<file path="src/rtl/ntt_coeff_loader.sv">
// Coefficient loader for the NTT/INTT unit. It reduces each streamed coefficient mod Q and
// places it in natural or bit-reversed order into a D-slot frame, then holds the frame until acked.
module ntt_coeff_loader #(
  parameter int N = 17,
  parameter int D = 32,
  parameter int Q = 65537
) (
  input  logic             clk,
  input  logic             rst,
  input  logic             s_valid,
  output logic             s_ready,
  input  logic [N-1:0]     s_data,
  input  logic             s_last,
  input  logic             s_inv,
  input  logic             bitrev,
  output logic [D*N-1:0]   vec,
  output logic             vec_inv,
  output logic             vec_valid,
  input  logic             vec_ack,
  output logic             err,
  input  logic             err_clr
);

  localparam int             LOGD = $clog2(D);
  localparam logic [N-1:0]   QN   = N'(Q);

  typedef enum logic {
    ST_LOAD = 1'b0,
    ST_FULL = 1'b1
  } state_t;

  state_t          r_state;
  logic [LOGD-1:0] r_idx;
  logic            r_bitrev_f;
  logic            r_inv_f;
  logic [N-1:0]    r_slot [D];
  logic            r_vec_inv;
  logic            r_vec_valid;
  logic            r_err;

  logic            w_beat;
  logic            w_last_idx;
  logic            w_err_set;
  logic [N-1:0]    w_red;
  logic [LOGD-1:0] w_slot;

  function automatic logic [LOGD-1:0] rev_idx(input logic [LOGD-1:0] x);
    logic [LOGD-1:0] r;
    for (int b = 0; b < LOGD; b++) r[b] = x[LOGD-1-b];
    return r;
  endfunction

  // Q < 2^N <= 2Q, so one conditional subtract always lands below Q.
  assign w_red      = (s_data >= QN) ? (s_data - QN) : s_data;
  assign w_beat     = s_valid && (r_state == ST_LOAD);
  assign w_last_idx = (r_idx == LOGD'(D - 1));
  assign w_err_set  = w_beat && (s_last != w_last_idx);
  // Slot 0 is its own reverse, so the stale placement flag is harmless on the first beat.
  assign w_slot     = r_bitrev_f ? rev_idx(r_idx) : r_idx;

  always_ff @(posedge clk or posedge rst) begin
    if (rst) begin
      r_state     <= ST_LOAD;
      r_idx       <= '0;
      r_bitrev_f  <= 1'b0;
      r_inv_f     <= 1'b0;
      r_vec_inv   <= 1'b0;
      r_vec_valid <= 1'b0;
      r_err       <= 1'b0;
      // NOTE: the slot bank drives vec directly, so it must be cleared on reset like any output.
      for (int i = 0; i < D; i++) r_slot[i] <= '0;
    end else begin
      // NOTE: all state updates are non-blocking so every register sees pre-edge values.
      if (err_clr)        r_err <= 1'b0;
      else if (w_err_set) r_err <= 1'b1;

      case (r_state)
        ST_LOAD: begin
          if (w_beat) begin
            if (r_idx == '0) begin
              r_inv_f    <= s_inv;
              r_bitrev_f <= bitrev;
            end
            r_slot[w_slot] <= w_red;
            r_idx          <= s_last ? '0 : r_idx + 1'b1;
            if (s_last && w_last_idx) begin
              r_state     <= ST_FULL;
              r_vec_valid <= 1'b1;
              r_vec_inv   <= r_inv_f;
            end
          end
        end
        ST_FULL: begin
          if (vec_ack) begin
            r_state     <= ST_LOAD;
            r_vec_valid <= 1'b0;
          end
        end
        default: r_state <= ST_LOAD;
      endcase
    end
  end

  // Ready is gated by rst so every output reads zero while reset is held.
  assign s_ready   = !rst && (r_state == ST_LOAD);
  assign vec_inv   = r_vec_inv;
  assign vec_valid = r_vec_valid;
  assign err       = r_err;

  for (genvar i = 0; i < D; i++) begin : g_vec
    assign vec[N*i +: N] = r_slot[i];
  end

endmodule
</file>
<file path="config.mk">
export PLATFORM = sky130hd
export DESIGN_NAME = ntt_coeff_loader
export DESIGN_NICKNAME = d
export VERILOG_FILES = /design/src/rtl/ntt_coeff_loader.sv
export SDC_FILE = /design/constraint.sdc
export NUM_CORES = 1
export LEC_CHECK = 0
export ABC_AREA = 1
export CAP_MARGIN = 20
export CELL_PAD_IN_SITES_DETAIL_PLACEMENT = 1
export CELL_PAD_IN_SITES_GLOBAL_PLACEMENT = 2
export CORE_MARGIN = 2
export CORE_UTILIZATION = 26
export DETAILED_ROUTE_END_ITERATION = 12
export GPL_ROUTABILITY_DRIVEN = 1
export HOLD_SLACK_MARGIN = 0.08
export PLACE_DENSITY = 0.86
export SYNTH_ARGS = -nofsm -noshare
export SYNTH_HDL_FRONTEND = slang
export SYNTH_SLANG_ARGS = --single-unit
</file>
<file path="constraint.sdc">
create_clock -name clk -period 19.8 [get_ports clk]
set_input_delay 3.96 -clock clk [delete_from_list [all_inputs] [get_ports clk]]
set_output_delay 3.96 -clock clk [all_outputs]
set_load 0.005 [all_outputs]
</file>
## After elaboration in Yosys (flattened, before gate mapping)

Index checks and enable logic that the tools add are counted.

- Input bits: 25
- Bits in registers: 555
- Output and inout port bits: 548

- Reduce and logical (&&, ||, !) cells: 12
- Order comparisons: 3
- Multiplexer cells: 16
- Equal/unequal tests: 5
- Add/sub/neg operators: 2
- Bitwise operators: 2

Operators by type and width:

| cell | number |
|---|---|
| $bwmux 544 | 1 |
| $demux 17 s5 | 1 |
| $mux 17 | 2 |
| $ge 17x17->1 const B | 1 |
| $sub 17x17->17 const B | 1 |
| $mux 5 | 2 |
| $reduce_and 3->1 | 3 |
| $mux 1 | 8 |
| $ge 6x6->1 const B | 1 |
| $lt 6x1->1 const B | 1 |
| $not 5->6 | 1 |
| $add 5x1->5 const B | 1 |
| $eq 5x5->1 const B | 1 |
| $logic_and 1x1->1 | 5 |
| $logic_not 5->1 | 1 |
| $ne 2x2->1 const B | 2 |
| $pmux 1 s2 | 2 |
| $ne 2x1->1 const B | 1 |
| $reduce_and 2->1 | 1 |
| $reduce_bool 2->1 | 1 |
| $logic_not 1->1 | 1 |
| $ne 1x1->1 | 1 |
| $not 1->1 | 1 |

## Depth between registers and ports, before layout

Gate-level depths: netlist of run 1.

- Depth in word-level cells: 7
- Depth in mapped cells: 13
- Mapped depth without buffers: 12

## Worst setup path before layout of run 1

No wires, ideal clock.

- Path type: input -> output
- Start point: in rst
- End point: out s_ready
- Arrival time: 4.055 ns
- Slack: 11.785 ns
- Cell stages on the path: 1
- Cell sequence: nor2_1

- Word-level cells in the longest chain between the ends: 2

RTL lines:

| item | RTL line | RTL |
|---|---|---|
| start, declared | 9 | `input logic rst,` |
| $logic_not 1->1 | 105 | `assign s_ready = !rst && (r_state == ST_LOAD);` |
| $logic_and 1x1->1 | 105 |  |
| end, declared | 11 | `output logic s_ready,` |

No other way between the ends.

## Final worst setup path of run 1

Ends and elaborated chain as after synthesis.

==> results of run 1 <==
[layout make-up]
type                            count  area (um2)
Fill cell                       10090       55190
Clock inverter                     18       192.7
Multi-Input combinational cell   1850        7716
Tap cell                         1155        1445
Clock buffer                      100        1973
Sequential cell                   555       13890
Timing Repair Buffer              597        5953
Inverter                           65       264.0
[synth_stat cells, drive strengths merged]
| library cell | count | area [um2] |
|---|---|---|
| dfrtp | 555 | 13890 |
| inv | 65 | 256.5 |
| nand3 | 125 | 688.2 |
| o21ai | 8 | 70.07 |
| nand4 | 2 | 12.51 |
| mux2 | 3 | 33.78 |
| nand3b | 3 | 22.52 |
| clkbuf | 3 | 11.26 |
| xor2 | 6 | 52.55 |
| buf | 128 | 827.0 |
| nand2 | 1625 | 6150 |
| a21oi | 4 | 20.02 |
| o22ai | 1 | 6.260 |
| xnor2 | 1 | 8.760 |
| nor2 | 66 | 549.3 |
| ha | 6 | 75.07 |
[where the power goes]
group / internal (mW) / total, mW / switching [mW]
Combinational: 0.784 / 1.47 / 0.688
Sequential: 1.50 / 1.72 / 0.222
Clock: 0.721 / 1.24 / 0.517
[worst paths after layout]
check                                  startpoint              endpoint  slack [ns]  cells after the start
setup / recovery                              rst               s_ready       10.73                      3
hold / removal                vec[38]$_DFFE_PP0P_   vec[38]$_DFFE_PP0P_        0.47                      2
setup reg to reg           r_bitrev_f$_DFFE_PP0P_  vec[382]$_DFFE_PP0P_       17.11                      8
hold reg to reg               vec[38]$_DFFE_PP0P_   vec[38]$_DFFE_PP0P_        0.47                      2
max in group asynchronous                     rst  vec[471]$_DFFE_PP0P_       13.48                      4
min in group asynchronous                     rst  vec[219]$_DFFE_PP0P_        3.91                      2
[layer usage]
layer | part of all wire, % | GRT usage, %
met5 | 0 | 0
met4 | 2.8 | 6.381
met3 | 6.5 | 5.653
met2 | 48 | 36.18
met1 | 42 | 27.51
[per-stage QoR]
| stage | hold slack [ns] | power (mW) |
|---|---|---|
| global route | 0.4940 | 4.672 |
| global placement | 0.4624 | 3.187 |
| CTS | 0.4812 | 4.484 |
| detailed placement | 0.4641 | 3.217 |
| finish | 0.4749 | 4.431 |
| floorplan | 0.4713 | 2.202 |
[sequential cells by signal, summed over array words and instances (netlist names)]
signal and cells:
r_bitrev_f 1, r_state 1, vec_inv 1, r_inv_f 1
vec 544, err 1, vec_valid 1, r_idx 5
[worst max-delay path, stage by stage]
cell and delay (ns):
clkdlybuf4s50_1 0.51, nor2_1 0.13, clkdlybuf4s50_1 0.51
[cells by family (layout without fill, tap and decap cells)]
logic type | Yosys count | in the layout | synth area share (%)
buf+inv | 196 | 780 | 4.829
compound gates | 13 | 13 | 0.4250
mux | 3 | 3 | 0.1490
xor+xnor | 7 | 7 | 0.2704
flops | 555 | 555 | 61.26
simple gates | 1821 | 1821 | 32.74
fa+ha+maj | 6 | 6 | 0.3311
==> results.ini, run 1 <==
[finish]
final_cell_count_no_fill = 4340
fin_nets = 3168
syn2layout_area_growth_pct = 38.64
final_cell_mix = nand2_1 (1598), clkdlybuf4s50_1 (571), dfrtp_1 (555)
post-route-util_pct = 36.29
finalInstanceArea_mm2 = 0.03143
layout_commonest_cell = nand2_1
layout-drive-gt1-share_pct = 7.849
n_antenna_cell = 0

[clocking]
ctsResizeCount = 0
cts_tree = built
clk_pin_slew_worst_paths_ns = 0.05
numCtsBuffers = 68
numClockSinks = 555
cts_max_path_buffers = 3
clk_latency_ns = 0.61
htreeDepth = 3
hold_buffers = 0
cts_setup_buffers = 0
cts_root_buffer = clkbuf_16

[setup_path]
worstSetupStartpointType = input pin
critPathCaptureType = output port
critPathKind = in2out
worst-path-max-fanout = 2
crit_required_ns = 15.84
crit_arrival_ns = 5.11

[sta]
drv_slew = 0
worst_slack_ns = 10.73
max_slew_margin_pct = 27.27
setup_violations = 0
clock-skew-final_ns = 0.02743
rsz0062_at_grt = no
max_freq_mhz = 110.2
period_minus_slack_ns = 9.071
setup_tns_ns = 0
worstMarginPinSlew_ns = 1.087
hold_viol_final = 0
min_period_over_period_pct = 45.81

[logic_synthesis]
ys_warn_count = 0
synth_area_per_cell_um2 = 8.717
syn-cell-area_mm2 = 0.02267
syn_inst = 2601
synth_cell_types = 28
yosysSeqAreaShare_pct = 61.26
synth_nets = 2632
synth-seq-cells = 555

[place]
numPortBuffers = 572
globalplace.congestion = 0.7965
placed_area_mm2 = 0.02924
dpl.hpwl_um = 61780
place_ws_ns = 10.73
dp_cells = 4221

[flow_run]
max-cap-violations = 0

[die]
fp.dieW_um = 299.3
dieArea_mm2 = 0.08958
initial_core_util_pct = 26.17
die_y_um = 299.3
coreArea_mm2 = 0.08662
rows = 108
io_pins = 573

[route]
avgRoutedWirePerCell_um = 22.58
vias_per_cell = 4.542
vias = 19710
wirelength_um = 98000
drtAntennaViolNets = 0
dr.first_iter.drc_count = 1279
drcViolationCount = 0
drt_pass1_iterations = 4

[status]
outcome = complete, no violations

[global_route]
grt_pass1_wl_um = 143400
grt_pass1_vias = 20530
grtUsageTotal_pct = 21.65
grt_max_degree = 153
antenna_found_initial = 1
gr-total-overflow = 0

[power_and_ir_drop]
leakage_nw = 15.95
cellPowerDensity_mw_per_mm2 = 141.0
peakVddDrop_uv = 63.22

[min_path]
holdCritPathClass = reg2reg

(Power assumes the default switching activity.)
==> inputs of run 2 (changes only) <==
- clock period: 19.8 -> 7.95 ns (I/O delays scaled with it)
==> run 2 against run 1 <==
Compared with the run above: final cell count up 0.14%; via count rose by 0.22%; power rose to 2.5 times the previous value; sequential power increased to 2.5 times the previous value; clock power grew to 2.5 times the previous value; cell area up 0.24%; clock skew is 0.0013 ns lower; setup slack got worse by 7.0 ns; sequential share of layout area down 0.10 points.
==> results.ini, run 2 (synthesis gave the netlist of run 1 again) <==
[finish]
layout_commonest_cell = nand2_1
fillCellCount = 10040  ; -0.48%
fin_nets = 3168  ; unchanged
register_area_mm2 = 0.01389  ; unchanged
multi_input_area_mm2 = 0.007716  ; unchanged
final_cell_count_no_fill = 4346  ; +0.14%
largest_reg_flops = 544  ; unchanged
layout-drive-gt1-share_pct = 7.839  ; -0.0098 points
final_cell_mix = nand2_1 (1598), clkdlybuf4s50_1 (571), dfrtp_1 (555)
syn2layout_area_growth_pct = 38.97

[clocking]
numCtsBuffers = 68  ; unchanged
clk_pin_slew_worst_paths_ns = 0.05  ; about the same
numClockSinks = 555  ; unchanged
ctsResizeCount = 0  ; unchanged
cts_tree = built
cts_setup_buffers = 0  ; unchanged
hold_buffers = 0  ; unchanged
cts_root_buffer = clkbuf_16
htreeDepth = 3  ; unchanged
clk_latency_ns = 0.61  ; about the same
cts_max_path_buffers = 3  ; unchanged

[die]
initial_core_util_pct = 26.17  ; unchanged
rows = 108  ; unchanged
die_y_um = 299.3  ; unchanged
coreArea_mm2 = 0.08662  ; unchanged
io_pins = 573  ; unchanged
fp.dieW_um = 299.3  ; unchanged
dieArea_mm2 = 0.08958  ; unchanged

[min_path]
holdCritPathClass = reg2reg
min_path_cells = 2  ; unchanged

[global_route]
gr-total-overflow = 0  ; unchanged
grt_max_degree = 153  ; unchanged
grtUsageTotal_pct = 22.08  ; +0.43 points
grt_pass1_vias = 21010  ; +2.3%
grt_pass1_wl_um = 145900  ; +1.8%
antenna_found_initial = 3  ; +2

[place]
globalplace.congestion = 0.7958  ; about the same
numPortBuffers = 572  ; unchanged
dpl.hpwl_um = 64400  ; +4.2%
dp_cells = 4222  ; +0.024%

[sta]
drv_slew = 0  ; unchanged
fin_hold_ws_ns = 0.4767  ; +0.001750 ns
min_period_over_period_pct = 53.34
period_minus_slack_ns = 4.241
hold_viol_final = 0  ; unchanged
rsz0062_at_grt = no
setup_violations = 0  ; unchanged
worstMarginPinSlew_ns = 0.9774  ; -0.1096 ns
max_freq_mhz = 235.8
max_slew_margin_pct = 34.84  ; +7.6 points
clock-skew-final_ns = 0.02616  ; -0.001266 ns

[status]
outcome = complete, no violations

[setup_path]
crit_required_ns = 6.36  ; -9.48 ns
worst-path-max-fanout = 2  ; unchanged
crit_arrival_ns = 2.65  ; -2.46 ns
critPathCaptureType = output port
critPathKind = in2out
worstSetupStartpointType = input pin
reg2reg_depth = 8  ; unchanged

[route]
vias = 19760  ; +0.22%
drtAntennaViolNets = 0  ; unchanged
drcViolationCount = 0  ; unchanged
avgRoutedWirePerCell_um = 22.95  ; +1.6%
vias_per_cell = 4.546  ; about the same
drt_pass1_iterations = 5  ; +1
dr.first_iter.drc_count = 1262  ; -1.3%
wirelength_um = 99720  ; +1.8%

[power_and_ir_drop]
leakage_nw = 15.98  ; +0.22%
cellPowerDensity_mw_per_mm2 = 353.8  ; +150%
peakVddDrop_uv = 146.1  ; +130%

[flow_run]
max-cap-violations = 0  ; unchanged

## run 2: cell types whose count changed in the layout (fill, tap and decap cells not counted), sizes merged
cell,change
clkbuf,+5
bufinv,+2
clkinv,+1
inv,-2
diode,+2
clkinvlp,-2
## run 2: layout make-up
type | instances | area share, %
diodes | 2 | 0.01588
clock buffers | 105 | 6.318
clock inverters | 17 | 0.7307
inverters | 65 | 0.8260
multi-input cells | 1850 | 24.49
flip-flops and latches | 555 | 44.08
well taps | 1155 | 4.587
repair buffers | 597 | 18.95
## run 2: worst paths after layout
kind | slack, ns | start | endpoint
hold / removal | 0.48 | vec[103]$_DFFE_PP0P_ | vec[103]$_DFFE_PP0P_
max in group asynchronous | 4.98 | rst | vec[104]$_DFFE_PP0P_
hold reg to reg | 0.48 | vec[103]$_DFFE_PP0P_ | vec[103]$_DFFE_PP0P_
min in group asynchronous | 1.39 | rst | r_idx[0]$_DFFE_PP0P_
setup / recovery | 3.71 | rst | s_ready
setup reg to reg | 5.15 | r_bitrev_f$_DFFE_PP0P_ | vec[272]$_DFFE_PP0P_
## run 2: worst max-delay path, stage by stage
cell	delay, ns
clkdlybuf4s50_1	0.46
nor2_1	0.10
clkdlybuf4s50_1	0.50
## run 2: stage by stage
step	TNS (ns)	utilization [%]	power (mW)	setup WS [ns]	area (um2)
2_1_floorplan	-662.55	-	5.485	-1.194	22680
3_3_place_gp	0	33.78	7.968	3.209	29260
3_5_place_dp	0	33.80	8.051	3.194	29280
4_1_cts	0	36.37	11.28	3.698	31500
5_1_grt	0	36.37	11.75	3.614	31500
6_report	0	36.37	11.15	3.710	31510
## run 2: per-layer routing
metal	up-vias	wire length [um]	part of all wire (%)	track usage, %
met5	-	0	0	0
li1	8985	-	-	-
met2	599	47710	48	36.65
met1	10010	41780	42	27.60
met4	0	3475	3.5	8.274
met3	166	6755	6.8	5.748
## run 2: power breakdown
| part | switching, mW | internal (mW) | total [mW] | leakage (nW) |
|---|---|---|---|---|
| Combinational | 1.74 | 1.95 | 3.70 | 7.45 |
| Sequential | 0.571 | 3.73 | 4.30 | 7.44 |
| Clock | 1.28 | 1.86 | 3.15 | 1.09 |
| Total | 3.60 | 7.55 | 11.1 | 16.0 |
==> inputs of run 3 (changes only) <==
- clock period: 7.95 -> 3.6 ns (I/O delays scaled with it)
==> run 3 against run 2 <==
Compared with the run above: cell area grew 1.9%; sequential power rose by 120%; power increased by 120%; critical path depth unchanged; utilization rose by 0.68 points; sequential share of layout area is 0.81 points lower; count of clock-buffer cells in the layout shrank 11; clock power rose by 120%; flip-flop and latch count did not move; first-iteration DRC count is 14% higher; clock skew is 0.0063 ns lower; global-route usage shrank 0.23 points; highest routed layer unchanged.
==> results.ini, run 3 (synthesis gave the netlist of run 1 again) <==
[status]
outcome = complete, no violations

[setup_path]
critical_path.most_common_cell = clkdlybuf4s50_1
slowest_stage = clkdlybuf4s50_1
reg2reg_slack_ns = 1.23  ; -3.92 ns
critPathKind = in2out
crit_arrival_ns = 1.80  ; -0.85 ns
worstSetupStartpointType = input pin
r2r_end = vec[442]$_DFFE_PP0P_
crit_required_ns = 2.88  ; -3.48 ns
worst-path-max-fanout = 2  ; unchanged
crit_family = buffers and inverters
regToRegStartpoint = r_bitrev_f$_DFFE_PP0P_
reg2reg_depth = 8  ; unchanged
critical-path-max-stage-delay_ns = 0.51  ; about the same
crit_buf_inv = 2  ; unchanged
critPathCaptureType = output port
path_cells = clkdlybuf4s50_1 -> nor2_1 -> clkdlybuf4s50_1
critical_path_depth = 3  ; unchanged

[sta]
max_freq_mhz = 397.4
clock-skew-final_ns = 0.01989  ; -0.006274 ns
setup_tns_ns = 0  ; unchanged
max_slew_margin_pct = 58.23  ; +23 points
drv_slew = 0  ; unchanged
hold_viol_final = 0  ; unchanged
min_period_over_period_pct = 69.89
worstMarginPinSlew_ns = 0.6266  ; -0.3508 ns
worst_slack_ns = 1.084  ; -2.626 ns
fin_hold_ws_ns = 0.4770  ; +0.0002930 ns
rsz0062_at_grt = no
setup_violations = 0  ; unchanged
period_minus_slack_ns = 2.516

[finish]
layout-drive-gt1-share_pct = 9.400  ; +1.6 points
post-route-util_pct = 37.06  ; +0.68 points
fin_nets = 3216  ; +1.5%
n_antenna_cell = 0  ; -2
layout_commonest_cell = nand2_1
syn2layout_area_growth_pct = 41.58
final_cell_mix = nand2_1 (1598), clkdlybuf4s50_1 (571), dfrtp_1 (555)
largest_reg_flops = 544  ; unchanged

[route]
wirelength_um = 98510  ; -1.2%
drtAntennaViolNets = 0  ; unchanged
vias_per_cell = 4.550  ; about the same
dr.first_iter.drc_count = 1444  ; +14%
vias = 19970  ; +1.1%
avgRoutedWirePerCell_um = 22.44  ; -2.2%
drt_pass1_iterations = 5  ; unchanged
drcViolationCount = 0  ; unchanged

[power_and_ir_drop]
comb_power_share_pct = 33.0  ; -0.2 points
pwr-share-clk_pct = 27.7  ; -0.5 points
finalPower_mw = 24.50  ; +120%
p_switching_mw = 7.918  ; +120%
power.internal_mw = 16.58  ; +120%
switching_share_pct = 32.32  ; +0.054 points
seqPwrFrac_pct = 39.3  ; +0.7 points
cellPowerDensity_mw_per_mm2 = 763.2  ; +120%
peakVddDrop_uv = 323.2  ; +120%
leakage_nw = 16.32  ; +2.1%

[global_route]
grt_max_degree = 67  ; -56%
gr-total-overflow = 0  ; unchanged
grt_pass1_wl_um = 145200  ; -0.52%
antenna_found_initial = 5  ; +2
grtUsageTotal_pct = 21.85  ; -0.23 points
grt_pass1_vias = 21070  ; +0.28%

[min_path]
holdPathEnd = vec[475]$_DFFE_PP0P_
min_path_cells = 2  ; unchanged
hold_start = vec[475]$_DFFE_PP0P_
holdCritPathClass = reg2reg

[place]
dpl.hpwl_um = 66580  ; +3.4%
numPortBuffers = 572  ; unchanged
place_ws_ns = 0.5214  ; -2.672 ns
globalplace.congestion = 0.8065  ; +1.3%

[clocking]
ctsResizeCount = 0  ; unchanged
cts_root_buffer = clkbuf_16
htreeDepth = 3  ; unchanged
clk_latency_ns = 0.60  ; about the same
cts_setup_buffers = 0  ; unchanged
numCtsBuffers = 66  ; -2.9%
numClockSinks = 555  ; unchanged
hold_buffers = 0  ; unchanged
clk_pin_slew_worst_paths_ns = 0.06  ; about the same
cts_tree = built
cts_max_path_buffers = 3  ; unchanged

[die]
dieArea_mm2 = 0.08958  ; unchanged
die_y_um = 299.3  ; unchanged
fp.dieW_um = 299.3  ; unchanged
rows = 108  ; unchanged
initial_core_util_pct = 26.17  ; unchanged
io_pins = 573  ; unchanged
coreArea_mm2 = 0.08662  ; unchanged

[flow_run]
max-cap-violations = 0  ; unchanged

## run 3: changes by cell type in the layout (fill, tap and decap cells not counted), sizes merged
cell      before  now
buf           26   76
clkbuf       105   94
clkinvlp       1    2
diode          2    0
bufinv         4    3
clkinv         7   13
## run 3: per-stage QoR
| stage | instance area [um2] | instances |
|---|---|---|
| CTS | 32100 | 4389 |
| global route | 32100 | 4389 |
| finish | 32100 | 4389 |
| floorplan | 22680 | 2601 |
| detailed placement | 29940 | 4272 |
| global placement | 29940 | 4272 |
## run 3: layout make-up
cell class                      count  area, um2
Fill cell                       10020      54520
Sequential cell                   555      13890
Multi-Input combinational cell   1850       7716
Timing Repair Buffer              647       6634
Clock buffer                       94       1907
Tap cell                         1155       1445
Inverter                           65      260.3
Clock inverter                     23      249.0
## run 3: how the worst max path moves through the flow
| stage | to | start | slack [ns] |
|---|---|---|---|
| after CTS | s_ready | rst | 1.07 |
| after floorplan | err$_DFFE_PP0P_ | rst | -4.67 |
| after global routing | vec[385]$_DFFE_PP0P_ | s_data[2] | 0.98 |
| final | s_ready | rst | 1.08 |
| after detailed placement | vec[445]$_DFFE_PP0P_ | s_valid | 0.52 |
| after global placement | vec[124]$_DFFE_PP0P_ | s_valid | 0.56 |
## run 3: power by group through the flow
| stage | clock network, mW | logic (mW) | registers, mW |
|---|---|---|---|
| 3_5_place_dp | 0 | 8.18 | 9.69 |
| 2_1_floorplan | 0 | 2.57 | 9.54 |
| 6_report | 6.78 | 8.09 | 9.64 |
| 4_1_cts | 6.94 | 8.23 | 9.64 |
| 5_1_grt | 7.18 | 8.79 | 9.85 |
| 3_3_place_gp | 0 | 8.01 | 9.69 |
## run 3: worst reg2reg max path, cell delays in order, from the launching register on
cell and delay [ns]:
dfrtp_1 0.55, nand2_2 0.17, o21ai_4 0.10, inv_2 0.13, nand3_4 0.32, nor2_4 0.54
inv_2 0.26, nand2_1 0.13, nand2_1 0.06
## run 3: per-layer routing
layer  vias to the layer above  share of wire [%]  GRT usage (%)
met1                     10150                 42          27.85
met5                         -                  0              0
met3                       156                5.9          4.494
met2                       599                 48          36.68
met4                         0                3.4          7.857
li1                       9064                  -              -
